**src/rtl/dac_feeder_pkg.sv**
```systemverilog
// Shared constants and types for the DAC sample feeder: DAC code width,
// the code typedef and the default FIFO depth / rate divider width.
package dac_feeder_pkg;

    localparam int DAC_W     = 10;
    localparam int DEPTH_DEF = 8;
    localparam int DIV_W_DEF = 16;

    typedef logic [DAC_W-1:0] dac_code_t;

endpackage

```
**src/rtl/dac_feeder_fifo.sv**
```systemverilog
// Sample FIFO for the DAC feeder. Pointers carry one extra wrap bit so equal
// indices can be told apart as full or empty. DEPTH must be a power of two >= 2.
module dac_feeder_fifo
    import dac_feeder_pkg::*;
#(
    parameter int DEPTH = DEPTH_DEF
)
(
    input  logic      clk,
    input  logic      reset,
    input  logic      push,
    input  dac_code_t push_data,
    input  logic      pop,
    output dac_code_t pop_data,
    output logic      empty,
    output logic      full
);

    localparam int IDX_W = $clog2(DEPTH);
    localparam int PTR_W = IDX_W + 1;

    logic [PTR_W-1:0] wptr_q, wptr_d;
    logic [PTR_W-1:0] rptr_q, rptr_d;
    dac_code_t        mem_q [DEPTH];
    logic             do_push;
    logic             do_pop;

    assign empty = (wptr_q == rptr_q);
    assign full  = (wptr_q[IDX_W] != rptr_q[IDX_W]) &&
                   (wptr_q[IDX_W-1:0] == rptr_q[IDX_W-1:0]);

    // Guard here too so the FIFO stays consistent even if a caller ignores status.
    assign do_push = push && !full;
    assign do_pop  = pop && !empty;

    assign pop_data = mem_q[rptr_q[IDX_W-1:0]];

    always_comb begin
        wptr_d = wptr_q;
        rptr_d = rptr_q;
        if (do_push) begin
            wptr_d = wptr_q + PTR_W'(1);
        end
        if (do_pop) begin
            rptr_d = rptr_q + PTR_W'(1);
        end
    end

    always_ff @(posedge clk or posedge reset) begin
        if (reset) begin
            wptr_q <= '0;
            rptr_q <= '0;
        end else begin
            wptr_q <= wptr_d;
            rptr_q <= rptr_d;
        end
    end

    // Storage is not reset; the pointers alone decide what is valid.
    always_ff @(posedge clk) begin
        if (do_push) begin
            mem_q[wptr_q[IDX_W-1:0]] <= push_data;
        end
    end

endmodule

```
**src/rtl/dac_sample_feeder.sv**
```systemverilog
// Paces samples from the core into the DAC D register at a programmable rate.
// Define DAC_FEEDER_UNDERRUN_CNT_EN to add the saturating underrun_cnt output.
module dac_sample_feeder
    import dac_feeder_pkg::*;
#(
    parameter int DEPTH = DEPTH_DEF,
    parameter int DIV_W = DIV_W_DEF
)
(
    input  logic             clk,
    input  logic             reset,
    input  logic             en,
    input  logic [DIV_W-1:0] rate_div,
    input  logic [DAC_W-1:0] in_data,
    input  logic             in_valid,
    output logic             in_ready,
    output logic [DAC_W-1:0] D,
    output logic             sample_strobe,
    output logic             empty,
    output logic             full,
    output logic             underrun
`ifdef DAC_FEEDER_UNDERRUN_CNT_EN
    ,
    output logic [15:0]      underrun_cnt
`endif
);

    logic [DIV_W-1:0] cnt_q, cnt_d;
    dac_code_t        d_q, d_d;
    dac_code_t        fifo_data;
    logic             strobe_q;
    logic             underrun_q, underrun_d;
    logic             fifo_empty, fifo_full;
    logic             tick;
    logic             push;
    logic             pop;

    dac_feeder_fifo #(
        .DEPTH (DEPTH)
    ) u_fifo (
        .clk       (clk),
        .reset     (reset),
        .push      (push),
        .push_data (in_data),
        .pop       (pop),
        .pop_data  (fifo_data),
        .empty     (fifo_empty),
        .full      (fifo_full)
    );

    // Comparing with >= lets a lowered rate_div take effect immediately.
    assign tick       = en && (cnt_q >= rate_div);
    assign pop        = tick && !fifo_empty;
    assign underrun_d = tick && fifo_empty;

    // Held low while reset is asserted, ready again on the first cycle after release.
    assign in_ready = !fifo_full && !reset;
    assign push     = in_valid && in_ready;

    always_comb begin
        cnt_d = cnt_q;
        d_d   = d_q;
        if (!en || tick) begin
            cnt_d = '0;
        end else begin
            cnt_d = cnt_q + DIV_W'(1);
        end
        if (pop) begin
            d_d = fifo_data;
        end
    end

    always_ff @(posedge clk or posedge reset) begin
        if (reset) begin
            cnt_q      <= '0;
            d_q        <= '0;
            strobe_q   <= 1'b0;
            underrun_q <= 1'b0;
        end else begin
            cnt_q      <= cnt_d;
            d_q        <= d_d;
            strobe_q   <= pop;
            underrun_q <= underrun_d;
        end
    end

    assign D             = d_q;
    assign sample_strobe = strobe_q;
    assign underrun      = underrun_q;
    assign empty         = fifo_empty;
    assign full          = fifo_full;

`ifdef DAC_FEEDER_UNDERRUN_CNT_EN
    logic [15:0] ucnt_q, ucnt_d;

    // Counts alongside the pulse register so the count includes the visible pulse.
    always_comb begin
        ucnt_d = ucnt_q;
        if (underrun_d && (ucnt_q != 16'hFFFF)) begin
            ucnt_d = ucnt_q + 16'd1;
        end
    end

    always_ff @(posedge clk or posedge reset) begin
        if (reset) begin
            ucnt_q <= '0;
        end else begin
            ucnt_q <= ucnt_d;
        end
    end

    assign underrun_cnt = ucnt_q;
`endif

endmodule

```
**config.mk**
```make
export PLATFORM = sky130hd
export DESIGN_NAME = dac_sample_feeder
export DESIGN_NICKNAME = d
export VERILOG_FILES = /design/src/rtl/dac_feeder_pkg.sv /design/src/rtl/dac_feeder_fifo.sv /design/src/rtl/dac_sample_feeder.sv
export SDC_FILE = /design/constraint.sdc
export NUM_CORES = 1
export LEC_CHECK = 0
export CAP_MARGIN = 0
export CORE_MARGIN = 2
export CORE_UTILIZATION = 57
export DETAILED_ROUTE_END_ITERATION = 10
export HOLD_SLACK_MARGIN = 0.05
export PLACE_DENSITY = 0.84
export SLEW_MARGIN = 20
export SYNTH_ARGS = -nofsm -noshare
export SYNTH_HDL_FRONTEND = slang
export SYNTH_SLANG_ARGS = --single-unit
```
**constraint.sdc**
```tcl
create_clock -name clk -period 3.5 [get_ports clk]
set_clock_uncertainty 0.1 [all_clocks]
set_input_delay 0.525 -clock clk [delete_from_list [all_inputs] [get_ports clk]]
set_output_delay 0.525 -clock clk [all_outputs]
set_load 0.01 [all_outputs]
```
==> results.cfg, run 1 <==
[yosys]
ys.flop_type = edfxtp_1
synth_warnings = 0
syn-cell-area_sq_um = 5037
async_flop_share = 0.3103
syn_nets = 383
synthDistinctLibCells = 38
synth-seq-cells = 116
synthCells = 334
ys_seq_area_frac = 0.6557
synth_edf_count = 80
syn_avg_cell_area_sq_um = 15.08

[die]
core_area_sq_um = 8636
rows = 34
io_pins = 45
die_height_um = 98.01
start_util = 0.5833
die_w_um = 98.01
dieArea_sq_um = 9605

[final_layout]
fin_nets = 445
finalNonFillerCells = 517
layout-drive-gt1-share = 0.1760
final_util = 0.7144
design_area_sq_um = 6170
n_fill_cell = 567
num_antenna_cells = 0
area_delta_synth_final_pct = 22.48

[placement]
gp_congestion = 0.7932
port_buffers = 44
dp_slack_ns = 0.5876
dpl.hpwl_mm = 6.176
dpl-instance-area_sq_um = 5633
place_inst = 485

[power]
irDropWorstVdd_mv = 0.5146
p_per_area_nw_per_um2 = 584.5
p_leak_nw = 2.377

[sta]
min_period_ns = 2.727
fmax_ghz = 0.3667
worst_pin_slew_ns = 0.5550
setup_slack_ns = 0.7728
layout_worst_path_cycle_share = 0.7792
finalSetupTns_ns = 0
setup_violations = 0
rsz0062_at_grt = false
drv_slew = 0
final_hold_viol_count = 0
slew_headroom = 0.6296

[global_route]
grt_pass1_vias = 3024
grt_first_pass_wirelength_mm = 15.59
grt_overflow = 0
grt_max_degree = 37
grt_usage = 0.2200
antenna_found_initial = 0

[worst_setup_path]
cp-start-kind = flip-flop
r2r-end = D[7]
arrival_ns = 2.10
r2r_setup_slack_ns = 1.10
cp_max_fo = 9
worstRegToRegCells = 8
cp-end-kind = primary output
required_ns = 2.87
crit_type = flip-flop to primary output
r2r-start = cnt_q[13]

[drt]
ant_nets = 0
drtIter0Drc = 154
via_per_inst = 5.634
post-route-drc-count = 0
drt-wirelength-per-cell_um = 18.81
routed_wl_mm = 9.725
drtPass1Iterations = 4
vias = 2913

[cts]
cts-hold-fix-buffers = 0
cts_sinks = 116
cts_tree = yes
ctsLongestPathBuffers = 2
cts_buffers = 17
cts-htree-levels = 4
cts-root-buf = clkbuf_8
clkLatencyLatePin_ns = 0.52
postCtsSetupBuffers = 0
path_clk_slew_ns = 0.06
post_cts_resized = 0

[hold_path]
hp-class = input pin to asynchronous set/reset pin

[flow_run]
cap_violations = 0

[run_status]
status = complete, no violations
==> logic make-up (layout without fill, tap and decap cells) <==
| family | Yosys count | count (layout) | synth area share |
|---|---|---|---|
| flip-flops | 116 | 116 | 0.6557 |
| AO/OA/AOI/OAI | 21 | 21 | 0.02534 |
| buffers and inverters | 35 | 110 | 0.03229 |
| adder cells (fa/ha/maj) | 19 | 19 | 0.04719 |
| XOR/XNOR | 24 | 24 | 0.04173 |
| AND/OR/NAND/NOR | 88 | 88 | 0.08619 |
| multiplexers | 31 | 31 | 0.1115 |
==> through the flow <==
stage	total power, W	hold WS (ns)
after floorplan	0.001937	0.3649
after global placement	0.002085	0.3827
after detailed placement	0.002109	0.3803
after CTS	0.003644	0.3597
after global routing	0.003751	0.4217
final	0.003606	0.3628
==> power by group <==
group	switching (W)	internal (W)	total, W
logic	0.000211	0.000211	0.000423
clock network	0.000584	0.000928	0.00151
registers	0.0000856	0.00159	0.00167
total	0.000881	0.00272	0.00361
==> metal layers <==
metal	vias to the layer above	GRT usage	share of wire
met3	17	0.05870	0.060
li1	1358	-	-
met1	1436	0.2745	0.40
met4	0	0.08654	0.017
met2	102	0.3704	0.53
met5	-	0	0
==> flip-flops by register name (all words and copies together), names as in the netlist <==
register and cells:
u_fifo.mem_q 80, cnt_q 16, D 10, u_fifo.rptr_q 4
u_fifo.wptr_q 4, sample_strobe 1, underrun 1
==> how the worst max path moves through the flow <==
| stage | startpoint | endpoint | slack [ns] | cells past startpoint |
|---|---|---|---|---|
| floorplan | u_fifo.wptr_q[0] | u_fifo.mem_q[0][0] | 0.76 | 6 |
| global placement | rate_div[15] | u_fifo.rptr_q[1] | 0.66 | 8 |
| detailed placement | rate_div[13] | D[5] | 0.59 | 10 |
| CTS | u_fifo.wptr_q[0] | in_ready | 0.74 | 4 |
| global route | u_fifo.wptr_q[0] | in_ready | 0.66 | 4 |
| finish | u_fifo.wptr_q[0] | in_ready | 0.77 | 4 |
==> cells in the mapped netlist (2+ instances only) <==
cell type   n  area [sq um]
nand2_1    18         67.56
and3_1      4         25.02
buf_6       2         22.52
nor3_1      6         30.03
xnor2_1    12         105.1
mux2i_1    10         100.1
a21oi_1    14         70.07
nand2b_1    3         18.77
xor2_1     12         105.1
buf_2       6         30.03
o21ai_0     2         10.01
inv_1      21         78.83
ha_1       19         237.7
clkbuf_1    2         7.510
mux4_2     20         450.4
nor2_1     31         116.4
nand3_1    10         50.05
nand4_1     6         37.54
buf_4       2         15.01
dfrtp_1    36         900.9
edfxtp_1   80          2402
and4_1      2         17.52
==> area by class of cell <==
type	count	area (sq um)	share of cell area
Sequential cell	116	3303	0.5354
Timing Repair Buffer	57	538.0	0.08720
Clock inverter	11	76.32	0.01237
Inverter	21	78.83	0.01278
Multi-Input combinational cell	183	1578	0.2557
Clock buffer	21	460.4	0.07463
Tap cell	108	135.1	0.02190
==> cells in the final DEF (no fill, tap or decap), types with 2 or more instances in the layout <==
cell and count:
clkbuf_8 2, clkbuf_16 17, clkbuf_1 2, and4_1 2, clkinv_2 4, nand2b_1 3, dfrtp_1 36, xnor2_1 12
inv_1 21, xor2_1 12, clkdlybuf4s50_1 44, nand4_1 6, nor3_1 6, mux2i_1 10, ha_1 19, edfxtp_1 80
clkinv_4 3, and3_1 4, o21ai_0 2, buf_4 13, nor2_1 31, mux4_2 20, clkinvlp_4 2, a21oi_1 14
nand3_1 10, nand2_1 18
==> worst max-delay path: stages, from the launching register on <==
cell and delay, ns:
dfrtp_1 0.50, xnor2_1 0.20, and4_1 0.23, nor2_2 0.11, clkdlybuf4s50_1 0.55
Note: power is estimated with default switching activity, not from simulation.
==> run 2: changes to the inputs <==
--- a/config.mk
+++ b/config.mk
@@ -7,10 +7,10 @@
 export LEC_CHECK = 0
 export CAP_MARGIN = 0
 export CORE_MARGIN = 2
-export CORE_UTILIZATION = 57
+export CORE_UTILIZATION = 52
 export DETAILED_ROUTE_END_ITERATION = 10
 export HOLD_SLACK_MARGIN = 0.05
-export PLACE_DENSITY = 0.84
+export PLACE_DENSITY = 0.81
 export SLEW_MARGIN = 20
 export SYNTH_ARGS = -nofsm -noshare
 export SYNTH_HDL_FRONTEND = slang
==> constraint.sdc (replaced) <==
create_clock -name clk -period 2.2 [get_ports clk]
set_clock_uncertainty 0.1 [all_clocks]
set_input_delay 0.33 -clock clk [delete_from_list [all_inputs] [get_ports clk]]
set_output_delay 0.33 -clock clk [all_outputs]
set_load 0.01 [all_outputs]
==> run 2 against run 1 <==
Effect of this change: power rose by 63%; sequential share of layout area fell by 2.2 points; wire length rose by 9.3%; count of clock-buffer cells in the layout fell by 3; die area rose by 9.2%; via count rose by 1.8%; cell count rose by 6.2%; hold slack got worse by 0.16 ns; largest power group unchanged; highest routed layer unchanged.
==> results.cfg, run 2 (synthesized netlist as in run 1, its figures left out) <==
[sta]
rsz0062_at_grt = true
setup_violations = 0
layout_worst_path_cycle_share = 0.9663
fmax_ghz = 0.4704
final_hold_viol_count = 0
worst_pin_slew_ns = 0.4646
slew_headroom = 0.6903
hold_ws_ns = 0.2045
min_period_ns = 2.126
drv_slew = 0

[worst_setup_path]
cp-start-kind = flip-flop
arrival_ns = 2.40
crit_type = flip-flop to flip-flop
critical_path.top_delay_family = compound AO/OA/AOI/OAI gates
worstRegToRegCells = 9
required_ns = 2.47
path_cells = inv_1, ha_1, nand2b_4, a2111o_1, a31oi_4, a21oi_4, buf_12, nor2_2, a21oi_2
slowest_delay_ns = 0.46
cp_max_fo = 11
cp_num_buf_inv = 2
r2r-start = cnt_q[0]
crit_slowest_cell = a2111o_1
r2r-end = D[7]
cp-end-kind = flip-flop
r2r_setup_slack_ns = 0.07

[placement]
dpl.hpwl_mm = 6.480
place_inst = 515
port_buffers = 44
gp_congestion = 0.7508
dpl-instance-area_sq_um = 5793

[drt]
drtIter0Drc = 218
post-route-drc-count = 0
via_per_inst = 5.403
drtPass1Iterations = 5
ant_nets = 0
drt-wirelength-per-cell_um = 19.36
vias = 2966
routed_wl_mm = 10.63

[die]
die_w_um = 102.4
die_height_um = 102.4
rows = 35
start_util = 0.5400
io_pins = 45
core_area_sq_um = 9328
dieArea_sq_um = 10490

[final_layout]
num_antenna_cells = 0
final_common_cell = edfxtp_1
area_delta_synth_final_pct = 27.67
final_cell_mix = edfxtp_1, clkdlybuf4s50_1, dfrtp_1, nor2_1
layout-drive-gt1-share = 0.2286
design_area_sq_um = 6431
fin_nets = 457
finalNonFillerCells = 549
largest_register_ff_count = 80
final_util = 0.6895

[cts]
cts_sinks = 116
cts-htree-levels = 4
path_clk_slew_ns = 0.06
cts-hold-fix-buffers = 0
cts_buffers = 17
clkLatencyLatePin_ns = 0.50
cts_tree = yes
ctsLongestPathBuffers = 2
cts-root-buf = clkbuf_8

[power]
p_leak_nw = 2.480
irDropWorstVdd_mv = 0.6904
p_per_area_nw_per_um2 = 912.5

[run_status]
status = complete, no violations

[global_route]
grt_overflow = 0
grt_max_degree = 37
grt_usage = 0.2162
grt_first_pass_wirelength_mm = 16.04
antenna_found_initial = 0
grt_pass1_vias = 3112

[hold_path]
hp-class = input pin to asynchronous set/reset pin

[flow_run]
cap_violations = 0
==> run 2: area by class of cell <==
cell class	instances	area, sq um
inverters	21	78.83
flip-flops and latches	116	3304
multi-input cells	183	1675
clock inverters	13	112.6
clock buffers	18	417.9
repair buffers	69	680.7
well taps	129	161.4
fillers	621	2897
==> run 2: worst min-delay path: cells and delay by family <==
family | cells | cell delay (ns)
buffers and inverters | 3 | 0.91
==> run 2: repair_timing <==
item,4_1_cts,5_1_grt
pin swaps,1,5
buffers inserted,0,2
endpoints found under the setup margin,8,27
cloned,0,1
gates resized for setup,5,11
==> run 2: worst max path at each step <==
stage	from	end	depth (start not counted)
2_1_floorplan	u_fifo.wptr_q[1]	u_fifo.mem_q[3][0]	7
3_3_place_gp	rate_div[7]	u_fifo.rptr_q[1]	8
3_5_place_dp	rate_div[7]	D[2]	10
4_1_cts	cnt_q[14]	D[7]	8
5_1_grt	cnt_q[15]	D[2]	8
6_report	cnt_q[0]	D[7]	9
==> run 2: through the flow <==
stage	setup WS (ns)	total power, W	TNS (ns)
floorplan	-0.1232	0.003115	-5.843
detailed placement	-0.4015	0.003449	-8.448
CTS	0.01805	0.005880	0
finish	0.07409	0.005868	0
global route	-0.01310	0.006075	-0.02061
global placement	-0.3185	0.003414	-6.964
==> run 2: metal layers <==
layer / share of wire / GRT usage / up-vias
met5: 0 / 0 / -
met4: 0.0054 / 0.07385 / 0
met3: 0.065 / 0.05882 / 7
met2: 0.54 / 0.3811 / 100
met1: 0.39 / 0.2565 / 1486
li1: - / - / 1373
==> run 2: report_power, final <==
part           internal, W  total (W)  leakage (nW)  switching [W]
registers          0.00252    0.00260          1.21      0.0000803
logic             0.000389   0.000837          1.01       0.000448
clock network      0.00148    0.00243         0.258       0.000944
total              0.00440    0.00587          2.48        0.00147
